==> src/rtl/icache_pkg.sv <==
// Shared types and geometry for the direct-mapped instruction cache.
// Address layout: {tag, index, word offset, byte offset}.
package icache_pkg;

  localparam int ADDR_W          = 10;
  localparam int INDEX_W         = 3;
  localparam int BLOCK_BYTES     = 16;
  localparam int WORDS_PER_BLOCK = 4;
  localparam int OFFSET_W        = 4;
  localparam int TAG_W           = ADDR_W - INDEX_W - OFFSET_W;
  localparam int BLK_ADDR_W      = ADDR_W - OFFSET_W;
  localparam int NUM_BLOCKS      = 1 << INDEX_W;
  localparam int BLOCK_W         = BLOCK_BYTES * 8;

  typedef enum logic [1:0] {
    ST_IDLE     = 2'd0,
    ST_MEM_READ = 2'd1,
    ST_UPDATE   = 2'd2
  } state_e;

  // Word w of a block lives at bits [32w+31:32w].
  function automatic logic [31:0] word_sel(input logic [BLOCK_W-1:0] blk,
                                           input logic [1:0] off);
    return blk[{off, 5'd0} +: 32];
  endfunction

endpackage

==> src/rtl/icache_if.sv <==
// Bus bundles for the instruction cache: CPU fetch port and block-memory port.
// On each bus the master is the requester.
interface icache_cpu_if;
  logic [icache_pkg::ADDR_W-1:0] ADDRESS;
  logic [31:0]                   INSTRUCTION;
  logic                          BUSYWAIT;

  modport master (output ADDRESS, input INSTRUCTION, input BUSYWAIT);
  modport slave  (input ADDRESS, output INSTRUCTION, output BUSYWAIT);
endinterface

interface icache_mem_if;
  logic                              MEM_READ;
  logic [icache_pkg::BLK_ADDR_W-1:0] MEM_ADDRESS;
  logic [icache_pkg::BLOCK_W-1:0]    MEM_READDATA;
  logic                              MEM_BUSYWAIT;

  modport master (output MEM_READ, output MEM_ADDRESS,
                  input MEM_READDATA, input MEM_BUSYWAIT);
  modport slave  (input MEM_READ, input MEM_ADDRESS,
                  output MEM_READDATA, output MEM_BUSYWAIT);
endinterface

==> src/rtl/icache_array.sv <==
// Valid/tag/data storage for the instruction cache: combinational read port,
// synchronous single-block write port, synchronous clear of all valid bits.
module icache_array
  import icache_pkg::*;
(
  input  logic               clk,
  input  logic               rst,
  input  logic [INDEX_W-1:0] rd_index,
  output logic               rd_valid,
  output logic [TAG_W-1:0]   rd_tag,
  output logic [BLOCK_W-1:0] rd_data,
  input  logic               wr_en,
  input  logic [INDEX_W-1:0] wr_index,
  input  logic [TAG_W-1:0]   wr_tag,
  input  logic [BLOCK_W-1:0] wr_data
);

  logic [NUM_BLOCKS-1:0] valid_r;
  logic [TAG_W-1:0]      tag_r  [NUM_BLOCKS];
  logic [BLOCK_W-1:0]    data_r [NUM_BLOCKS];

  // Valid bits: cleared by reset, set when a block is filled.
  always_ff @(posedge clk) begin
    if (rst) begin
      valid_r <= '0;
    end else if (wr_en) begin
      valid_r[wr_index] <= 1'b1;
    end
  end

  // Tag and data contents only matter once the valid bit is set.
  always_ff @(posedge clk) begin
    if (wr_en) begin
      tag_r[wr_index]  <= wr_tag;
      data_r[wr_index] <= wr_data;
    end
  end

  assign rd_valid = valid_r[rd_index];
  assign rd_tag   = tag_r[rd_index];
  assign rd_data  = data_r[rd_index];

endmodule

==> src/rtl/icache_ctrl.sv <==
// Direct-mapped read-only instruction cache controller: same-cycle hits, block
// fill on miss. Define ICACHE_STATS_EN to add saturating HIT_COUNT/MISS_COUNT.
module icache_ctrl
  import icache_pkg::*;
(
  input  logic         CLK,
  input  logic         RESET,
  icache_cpu_if.slave  cpu,
  icache_mem_if.master mem
`ifdef ICACHE_STATS_EN
  ,
  output logic [15:0]  HIT_COUNT,
  output logic [15:0]  MISS_COUNT
`endif
);

  state_e              state_r;
  state_e              state_next_s;
  logic [BLK_ADDR_W-1:0] blk_addr_r;
  logic [BLOCK_W-1:0]  fill_data_r;

  logic [TAG_W-1:0]    req_tag_s;
  logic [INDEX_W-1:0]  req_index_s;
  logic [1:0]          req_offset_s;
  logic                arr_valid_s;
  logic [TAG_W-1:0]    arr_tag_s;
  logic [BLOCK_W-1:0]  arr_data_s;
  logic                hit_s;
  logic                wr_en_s;
  logic                unused_s;

  assign req_tag_s    = cpu.ADDRESS[ADDR_W-1 -: TAG_W];
  assign req_index_s  = cpu.ADDRESS[OFFSET_W +: INDEX_W];
  assign req_offset_s = cpu.ADDRESS[3:2];
  assign unused_s     = ^cpu.ADDRESS[1:0];

  assign hit_s   = arr_valid_s && (arr_tag_s == req_tag_s);
  assign wr_en_s = (state_r == ST_UPDATE) && !RESET;

  icache_array u_array (
    .clk      (CLK),
    .rst      (RESET),
    .rd_index (req_index_s),
    .rd_valid (arr_valid_s),
    .rd_tag   (arr_tag_s),
    .rd_data  (arr_data_s),
    .wr_en    (wr_en_s),
    .wr_index (blk_addr_r[INDEX_W-1:0]),
    .wr_tag   (blk_addr_r[BLK_ADDR_W-1:INDEX_W]),
    .wr_data  (fill_data_r)
  );

  // State register; reset abandons any fill in progress.
  always_ff @(posedge CLK) begin
    if (RESET) begin
      state_r <= ST_IDLE;
    end else begin
      state_r <= state_next_s;
    end
  end

  // Next-state logic.
  always_comb begin
    state_next_s = state_r;
    case (state_r)
      ST_IDLE: begin
        if (!hit_s) state_next_s = ST_MEM_READ;
        else        state_next_s = ST_IDLE;
      end
      ST_MEM_READ: begin
        if (!mem.MEM_BUSYWAIT) state_next_s = ST_UPDATE;
        else                   state_next_s = ST_MEM_READ;
      end
      ST_UPDATE: state_next_s = ST_IDLE;
      default:   state_next_s = ST_IDLE;
    endcase
  end

  // Block address is captured once per miss so a wandering ADDRESS cannot redirect the fill.
  always_ff @(posedge CLK) begin
    if (RESET) begin
      blk_addr_r <= '0;
    end else if ((state_r == ST_IDLE) && !hit_s) begin
      blk_addr_r <= {req_tag_s, req_index_s};
    end
  end

  // Memory data is only valid in the cycle MEM_BUSYWAIT falls.
  always_ff @(posedge CLK) begin
    if ((state_r == ST_MEM_READ) && !mem.MEM_BUSYWAIT) begin
      fill_data_r <= mem.MEM_READDATA;
    end
  end

  // CPU and memory-side outputs.
  always_comb begin
    cpu.BUSYWAIT    = 1'b0;
    cpu.INSTRUCTION = 32'h0;
    mem.MEM_READ    = 1'b0;
    mem.MEM_ADDRESS = '0;
    if (!RESET) begin
      cpu.BUSYWAIT = (state_r != ST_IDLE) || !hit_s;
      if (hit_s) cpu.INSTRUCTION = word_sel(arr_data_s, req_offset_s);
      else       cpu.INSTRUCTION = 32'h0;
    end else begin
      cpu.BUSYWAIT    = 1'b0;
      cpu.INSTRUCTION = 32'h0;
    end
    if (state_r == ST_MEM_READ) begin
      mem.MEM_READ    = 1'b1;
      mem.MEM_ADDRESS = blk_addr_r;
    end else begin
      mem.MEM_READ    = 1'b0;
      mem.MEM_ADDRESS = '0;
    end
  end

`ifdef ICACHE_STATS_EN
  logic [15:0] hit_cnt_r;
  logic [15:0] miss_cnt_r;

  // Saturating access counters.
  always_ff @(posedge CLK) begin
    if (RESET) begin
      hit_cnt_r  <= 16'h0;
      miss_cnt_r <= 16'h0;
    end else if (state_r == ST_IDLE) begin
      if (hit_s && (hit_cnt_r != 16'hFFFF))   hit_cnt_r  <= hit_cnt_r + 16'd1;
      if (!hit_s && (miss_cnt_r != 16'hFFFF)) miss_cnt_r <= miss_cnt_r + 16'd1;
    end
  end

  assign HIT_COUNT  = hit_cnt_r;
  assign MISS_COUNT = miss_cnt_r;
`endif

endmodule

==> src/flat_wrapper.sv <==
// flat-port wrapper written by rule: the top's interface ports become plain ports
module icache_ctrl_flat import icache_pkg::*;
  (CLK, RESET, cpu_ADDRESS, cpu_INSTRUCTION, cpu_BUSYWAIT, mem_MEM_READ, mem_MEM_ADDRESS, mem_MEM_READDATA, mem_MEM_BUSYWAIT);
  icache_cpu_if cpu_i ();
  icache_mem_if mem_i ();
  input  logic CLK;
  input  logic RESET;
  input wire logic [$bits(cpu_i.ADDRESS)-1:0] cpu_ADDRESS;
  output wire logic [$bits(cpu_i.INSTRUCTION)-1:0] cpu_INSTRUCTION;
  output wire logic [$bits(cpu_i.BUSYWAIT)-1:0] cpu_BUSYWAIT;
  output wire logic [$bits(mem_i.MEM_READ)-1:0] mem_MEM_READ;
  output wire logic [$bits(mem_i.MEM_ADDRESS)-1:0] mem_MEM_ADDRESS;
  input wire logic [$bits(mem_i.MEM_READDATA)-1:0] mem_MEM_READDATA;
  input wire logic [$bits(mem_i.MEM_BUSYWAIT)-1:0] mem_MEM_BUSYWAIT;
  assign cpu_i.ADDRESS = cpu_ADDRESS;
  assign cpu_INSTRUCTION = cpu_i.INSTRUCTION;
  assign cpu_BUSYWAIT = cpu_i.BUSYWAIT;
  assign mem_MEM_READ = mem_i.MEM_READ;
  assign mem_MEM_ADDRESS = mem_i.MEM_ADDRESS;
  assign mem_i.MEM_READDATA = mem_MEM_READDATA;
  assign mem_i.MEM_BUSYWAIT = mem_MEM_BUSYWAIT;
  icache_ctrl u_core (.CLK(CLK), .RESET(RESET), .cpu(cpu_i), .mem(mem_i));
endmodule
==> config.mk <==
export PLATFORM = sky130hd
export DESIGN_NAME = icache_ctrl_flat
export DESIGN_NICKNAME = d
export VERILOG_FILES = /design/src/rtl/icache_pkg.sv /design/src/rtl/icache_if.sv /design/src/rtl/icache_array.sv /design/src/rtl/icache_ctrl.sv /design/src/flat_wrapper.sv
export SDC_FILE = /design/constraint.sdc
export NUM_CORES = 1
export LEC_CHECK = 0
export CAP_MARGIN = 30
export CORE_MARGIN = 2
export CORE_UTILIZATION = 54
export CTS_CLUSTER_DIAMETER = 60
export DETAILED_ROUTE_END_ITERATION = 12
export HOLD_SLACK_MARGIN = 0.12
export PLACE_DENSITY_LB_ADDON = 0.05
export SYNTH_ARGS = -nofsm -noshare
export SYNTH_HDL_FRONTEND = slang
export SYNTH_SLANG_ARGS = --single-unit
==> constraint.sdc <==
create_clock -name CLK -period 11.65 [get_ports CLK]
set_input_delay 1.165 -clock CLK [delete_from_list [all_inputs] [get_ports CLK]]
set_output_delay 1.165 -clock CLK [all_outputs]
set_load 0.05 [all_outputs]
==> After elaboration in Yosys (flattened, before gate mapping) <==
Memories as Yosys holds them, arrays and structs flattened.
Index checks and enable logic that the tools add are counted.
{ "word_totals": {"memories": 2, "ram_bits": 1048, "in_bits": 141, "register_bits": 144, "output_inout_bits": 40} }
{ "memory_table": {"columns": ["name", "depth", "width", "read_ports", "rd_ports_with_merged_regs", "write_ports", "line", "source"], "rows": [
  ["u_core.u_array.data_r", 8, 128, 1, 0, 1, "icache_array.sv:20", "logic [BLOCK_W-1:0] data_r [NUM_BLOCKS];"],
  ["u_core.u_array.tag_r", 8, 3, 1, 0, 1, "icache_array.sv:19", "logic [TAG_W-1:0] tag_r [NUM_BLOCKS];"]
]} }
{ "op_classes": {"order_cmp": 3, "bitwise_logic": 1, "n_mux": 14, "shift": 1, "n_eq_ne": 3, "n_reduce_logical": 11} }
{ "op_table": {"columns": ["op", "count"], "rows": [
  ["$shiftx 128x8->32", 1],
  ["$mux 32", 2],
  ["$lt 3x4->1 const B", 2],
  ["$or 8x8->8", 1],
  ["$mux 1", 7],
  ["$mux 6", 1],
  ["$logic_and 1x1->1", 5],
  ["$pmux 2 s2", 1],
  ["$bmux 1 s3", 1],
  ["$demux 1 s3", 1],
  ["$eq 3x3->1", 1],
  ["$ge 3x1->1 const B", 1],
  ["$logic_not 1->1", 3],
  ["$eq 2x1->1 const B", 1],
  ["$eq 2x2->1 const B", 1],
  ["$logic_not 2->1", 1],
  ["$mux 2", 1],
  ["$reduce_bool 2->1", 1],
  ["$logic_or 1x1->1", 1]
]} }

==> Depth between registers and ports, before layout <==
{ "logic_depth": {"ltp_word": 6, "depth_mapped": 8} }

==> Cells and area by module <==
Synthesis repeated with hierarchy kept, for this count alone.
{ "unflattened": {"cells_unflattened": 1815, "area_unflattened_um2": 45823.9} }
{ "modules_own_cells": {"columns": ["mod", "seq_area_each_um2", "area_per_inst_um2", "instances", "cells_each"], "rows": [
  ["icache_array", 31630.3, 40326.2, 1, 1560],
  ["icache_ctrl", 4003.8, 5497.8, 1, 255]
]} }

==> Worst setup path before layout <==
OpenSTA, ideal clock, no wires.
{ "synth_timing": {"kind": "input port to flip-flop", "startpoint": "input port RESET", "endpoint": "memory u_core.u_array.data_r[0][0] in the netlist's numbering, enable pin", "setup_ps": 784, "cell_stages": 4, "t_arrival_ps": 10471, "required_ps": 10866, "path_slack_ps": 394, "cell_sequence": "clkbuf_1 > nor2_1 > nand3b_1 > nor3_1"} }
{ "synth_between": {"elab_chain_len": 4} }
{ "synth_lines": {"columns": ["element", "line", "source"], "rows": [
  ["start, declared", "flat_wrapper.sv:7", "input logic RESET;"],
  ["$logic_not 1->1", "icache_ctrl.sv:38", "assign wr_en_s = (state_r == ST_UPDATE) && !RESET;"],
  ["$logic_and 1x1->1", "icache_ctrl.sv:38", null],
  ["$mux 1", "icache_array.sv:33", "if (wr_en) begin"],
  ["$mux 1 (implied by the code)", "icache_array.sv:35", "data_r[wr_index] <= wr_data;"],
  ["end, declared", "icache_array.sv:20", null]
]} }
No other way between the ends.

==> Worst setup path after layout <==
{ "layout_timing": {"startpoint": "input port cpu_ADDRESS[4]", "endpoint": "output port cpu_INSTRUCTION[1]"} }
{ "layout_between": {"elab_chain_len": 5, "elab_cells_between_ends": 9} }
{ "layout_lines": {"columns": ["element", "line", "source"], "rows": [
  ["start, declared", "flat_wrapper.sv:8", "input wire logic [$bits(cpu_i.ADDRESS)-1:0] cpu_ADDRESS;"],
  ["branches (longest 3 deep; another with $mem_v2 8x128)", null, null],
  ["$mux 32 (*)", "icache_ctrl.sv:103", "if (hit_s) cpu.INSTRUCTION = word_sel(arr_data_s, req_offset_s);"],
  ["$mux 32 (*)", "icache_ctrl.sv:101", "if (!RESET) begin"],
  ["end, declared", "flat_wrapper.sv:9", "output wire logic [$bits(cpu_i.INSTRUCTION)-1:0] cpu_INSTRUCTION;"]
]} }
Mark *: on every way between the ends. The select of a mux whose other input is x is not followed.

==> flow_summary.yaml <==
power:
  p_leak_nw: 16.1
  power_density_nw_per_um2: 172
  vdd_ir_drop_max_mv: 0.117
final_layout:
  final_core_util_pct: 62.9
  instances_no_fill: 3249
  diodes: 0
  nets: 2227
  drive_above_1_share_pct: 23.2
  area_growth_pct: 15.5
detailed_routing:
  drt_first_pass_iters: 5
  antenna_left: 0
  wirelength_um: 91200
  wl_per_cell_um: 28.1
  drc_errors: 0
  vias: 19600
  drt_iter0_markers: 1664
  via_per_inst: 6.04
logic_synthesis:
  yosysTopAreaCellShare_pct: 79.1
  ys_types: 25
  syn-num-nets: 2001
  synthTopCellsByCount: "edfxtp_1, mux4_2, a211oi_1"
  synth_top_cell_by_area: "edfxtp_1"
  ys_seq_elements: 1192
  netlist_top_cells_area: "edfxtp_1, mux4_2, mux2i_1"
  synth_flop_cell: "edfxtp_1"
  synth_edf_count: 1176
  synth-seq-area-share_pct: 79.8
  yosysMostFrequentCell: "edfxtp_1"
  syn_avg_cell_area_sq_um: 24.0
  synth_cells: 1860
  syn_area_sq_um: 44600
  synth_warnings: 0
  synthArstFlopShare_pct: 0
setup_path:
  slowest_stage: "clkdlybuf4s50_1"
  cpPeakStageDelay_ns: 0.95
  crit_path_start_kind: "input port"
  path_max_fanout: 84
  crit_chain: "buf_8 > buf_12 > mux2i_1 > mux4_2 > xor2_1 > nand4_1 > buf_4 > a211oi_1 > clkdlybuf4s50_1"
  criticalPathCategory: "input port to output pin"
  cp-end-kind: "output pin"
  reg2reg_slack_ns: 8.72
  cp.required_ns: 10.49
  arrival_ns: 5.60
global_routing:
  grt_first_pass_wirelength_um: 136000
  grt_pass1_vias: 20700
  antenna_found_initial: 2
  grt_max_degree: 138
  gr-total-overflow: 0
  track_usage_pct: 21.9
clocking:
  h-tree-depth: 3
  root_buffer: "clkbuf_16"
  postCtsSetupBuffers: 0
  cts-hold-fix-buffers: 0
  cts-resized-gates: 0
  clk_pin_slew_ns: 0.06
  cts.sinks: 1192
  clk_latency_ns: 0.67
  cts_tree: "done"
  clk_path_buf_depth: 3
  numCtsBuffers: 119
die:
  initial_core_util_pct: 54.4
  die_area_sq_um: 85000
  fp.coreArea_sq_um: 82000
  die_x_um: 291
  row_count: 105
  die_h_um: 291
  pin_count: 181
sta:
  tightest_slew_ns: 1.03
  final-setup-viol-count: 0
  finalHoldViolCount: 0
  finalClockSkew_ns: 0.0174
  fin_crit_ns: 6.76
  max_slew_margin_pct: 31.3
  fmax_mhz: 148
  fin_crit_sh_pct: 58.1
  tns_ns: 0
  final-max-slew-violation-count: 0
  rsz0062_at_grt: "no"
run:
  maxCapViolCount: 0
place:
  port_buffers: 178
  dp.final_hpwl_um: 44700
  dp_cells: 3035
  gp_congestion: 0.720
min_path:
  hp-class: "register to register"
outcome:
  status: "finished, final reports clean"
report_power, final:
group	total [mW]	switching [mW]	internal (mW)
Sequential	4.78	0.0430	4.74
Clock	3.74	1.55	2.18
Combinational	0.350	0.180	0.171
Total	8.87	1.78	7.09
path summary, 6_finish.rpt:
check	from	depth (start not counted)	to
min reg2reg	u_core.u_array.valid_r[7]	2	u_core.u_array.valid_r[7]
min	u_core.u_array.valid_r[7]	2	u_core.u_array.valid_r[7]
max reg2reg	u_core.state_r[0]	6	u_core.u_array.data_r[1][96]
max	cpu_ADDRESS[4]	9	cpu_INSTRUCTION[1]
sequential cells by signal, indices dropped and copies added, names as in the netlist:
name / cells
u_core.blk_addr_r: 6
u_core.fill_data_r: 128
u_core.state_r: 2
u_core.u_array.data_r: 1024
u_core.u_array.tag_r: 24
u_core.u_array.valid_r: 8
through the flow:
stage / hold slack (ns) / total power, mW / cell area, sq um / setup WS (ns)
3_3_place_gp: 0.449 / 5.22 / 47700 / 4.75
6_report: 0.475 / 8.87 / 51500 / 4.89
3_5_place_dp: 0.461 / 5.23 / 47700 / 4.82
4_1_cts: 0.477 / 8.96 / 51500 / 4.82
5_1_grt: 0.502 / 9.15 / 51500 / 4.63
2_1_floorplan: 0.435 / 5.09 / 44600 / 0.394
cells in the final DEF, fill, tap and decap left out, types with 2 or more instances in the layout:
cell type	count
buf_8	2
and2_1	7
edfxtp_1	1176
clkbuf_1	18
xor2_1	3
clkinv_8	5
dfxtp_1	16
clkinvlp_4	4
clkinv_1	29
clkdlybuf4s50_1	172
o21a_1	2
mux4_2	293
nand2_1	45
nor3_2	2
buf_12	10
inv_1	3
buf_4	18
nand2b_1	3
a211oi_1	64
inv_6	2
mux2i_1	50
bufinv_16	14
clkinv_2	20
nor2_4	7
nor2b_1	32
buf_2	2
nor2_1	18
clkbuf_16	119
a211o_1	32
cell families (layout without fill, tap and decap cells):
kind of cell / after synthesis / after routing / share of synthesized area [%]
compound gates: 99 / 99 / 1.80
buf+inv: 104 / 423 / 1.12
mux: 344 / 344 / 15.9
xor+xnor: 3 / 3 / 0.0589
flops: 1192 / 1192 / 79.8
simple gates: 118 / 118 / 1.25
area by class of cell:
cell class	count	area, sq um
multi-input cells	564	8560
well taps	1070	1340
clock buffers	138	3060
inverters	3	11.3
fillers	5563	30500
clock inverters	76	787
repair buffers	206	2140
flip-flops and latches	1192	35600
routing by layer:
metal  vias up  track usage [%]  routed length, um
met5         -                0                  0
met4         0             5.34               1610
met3       109             2.95               4770
met2       570             35.1              44800
met1     10600             32.6              40000
li1       8396                -                  -
worst max-delay path: cells and delay by family:
kind | cells | cell delay, ns
AND/OR/NAND/NOR | 1 | 0.13
buffers and inverters | 4 | 2.54
multiplexers | 2 | 0.70
AO/OA/AOI/OAI | 1 | 0.65
XOR/XNOR | 1 | 0.29
Power figures use the tool's default switching activity.
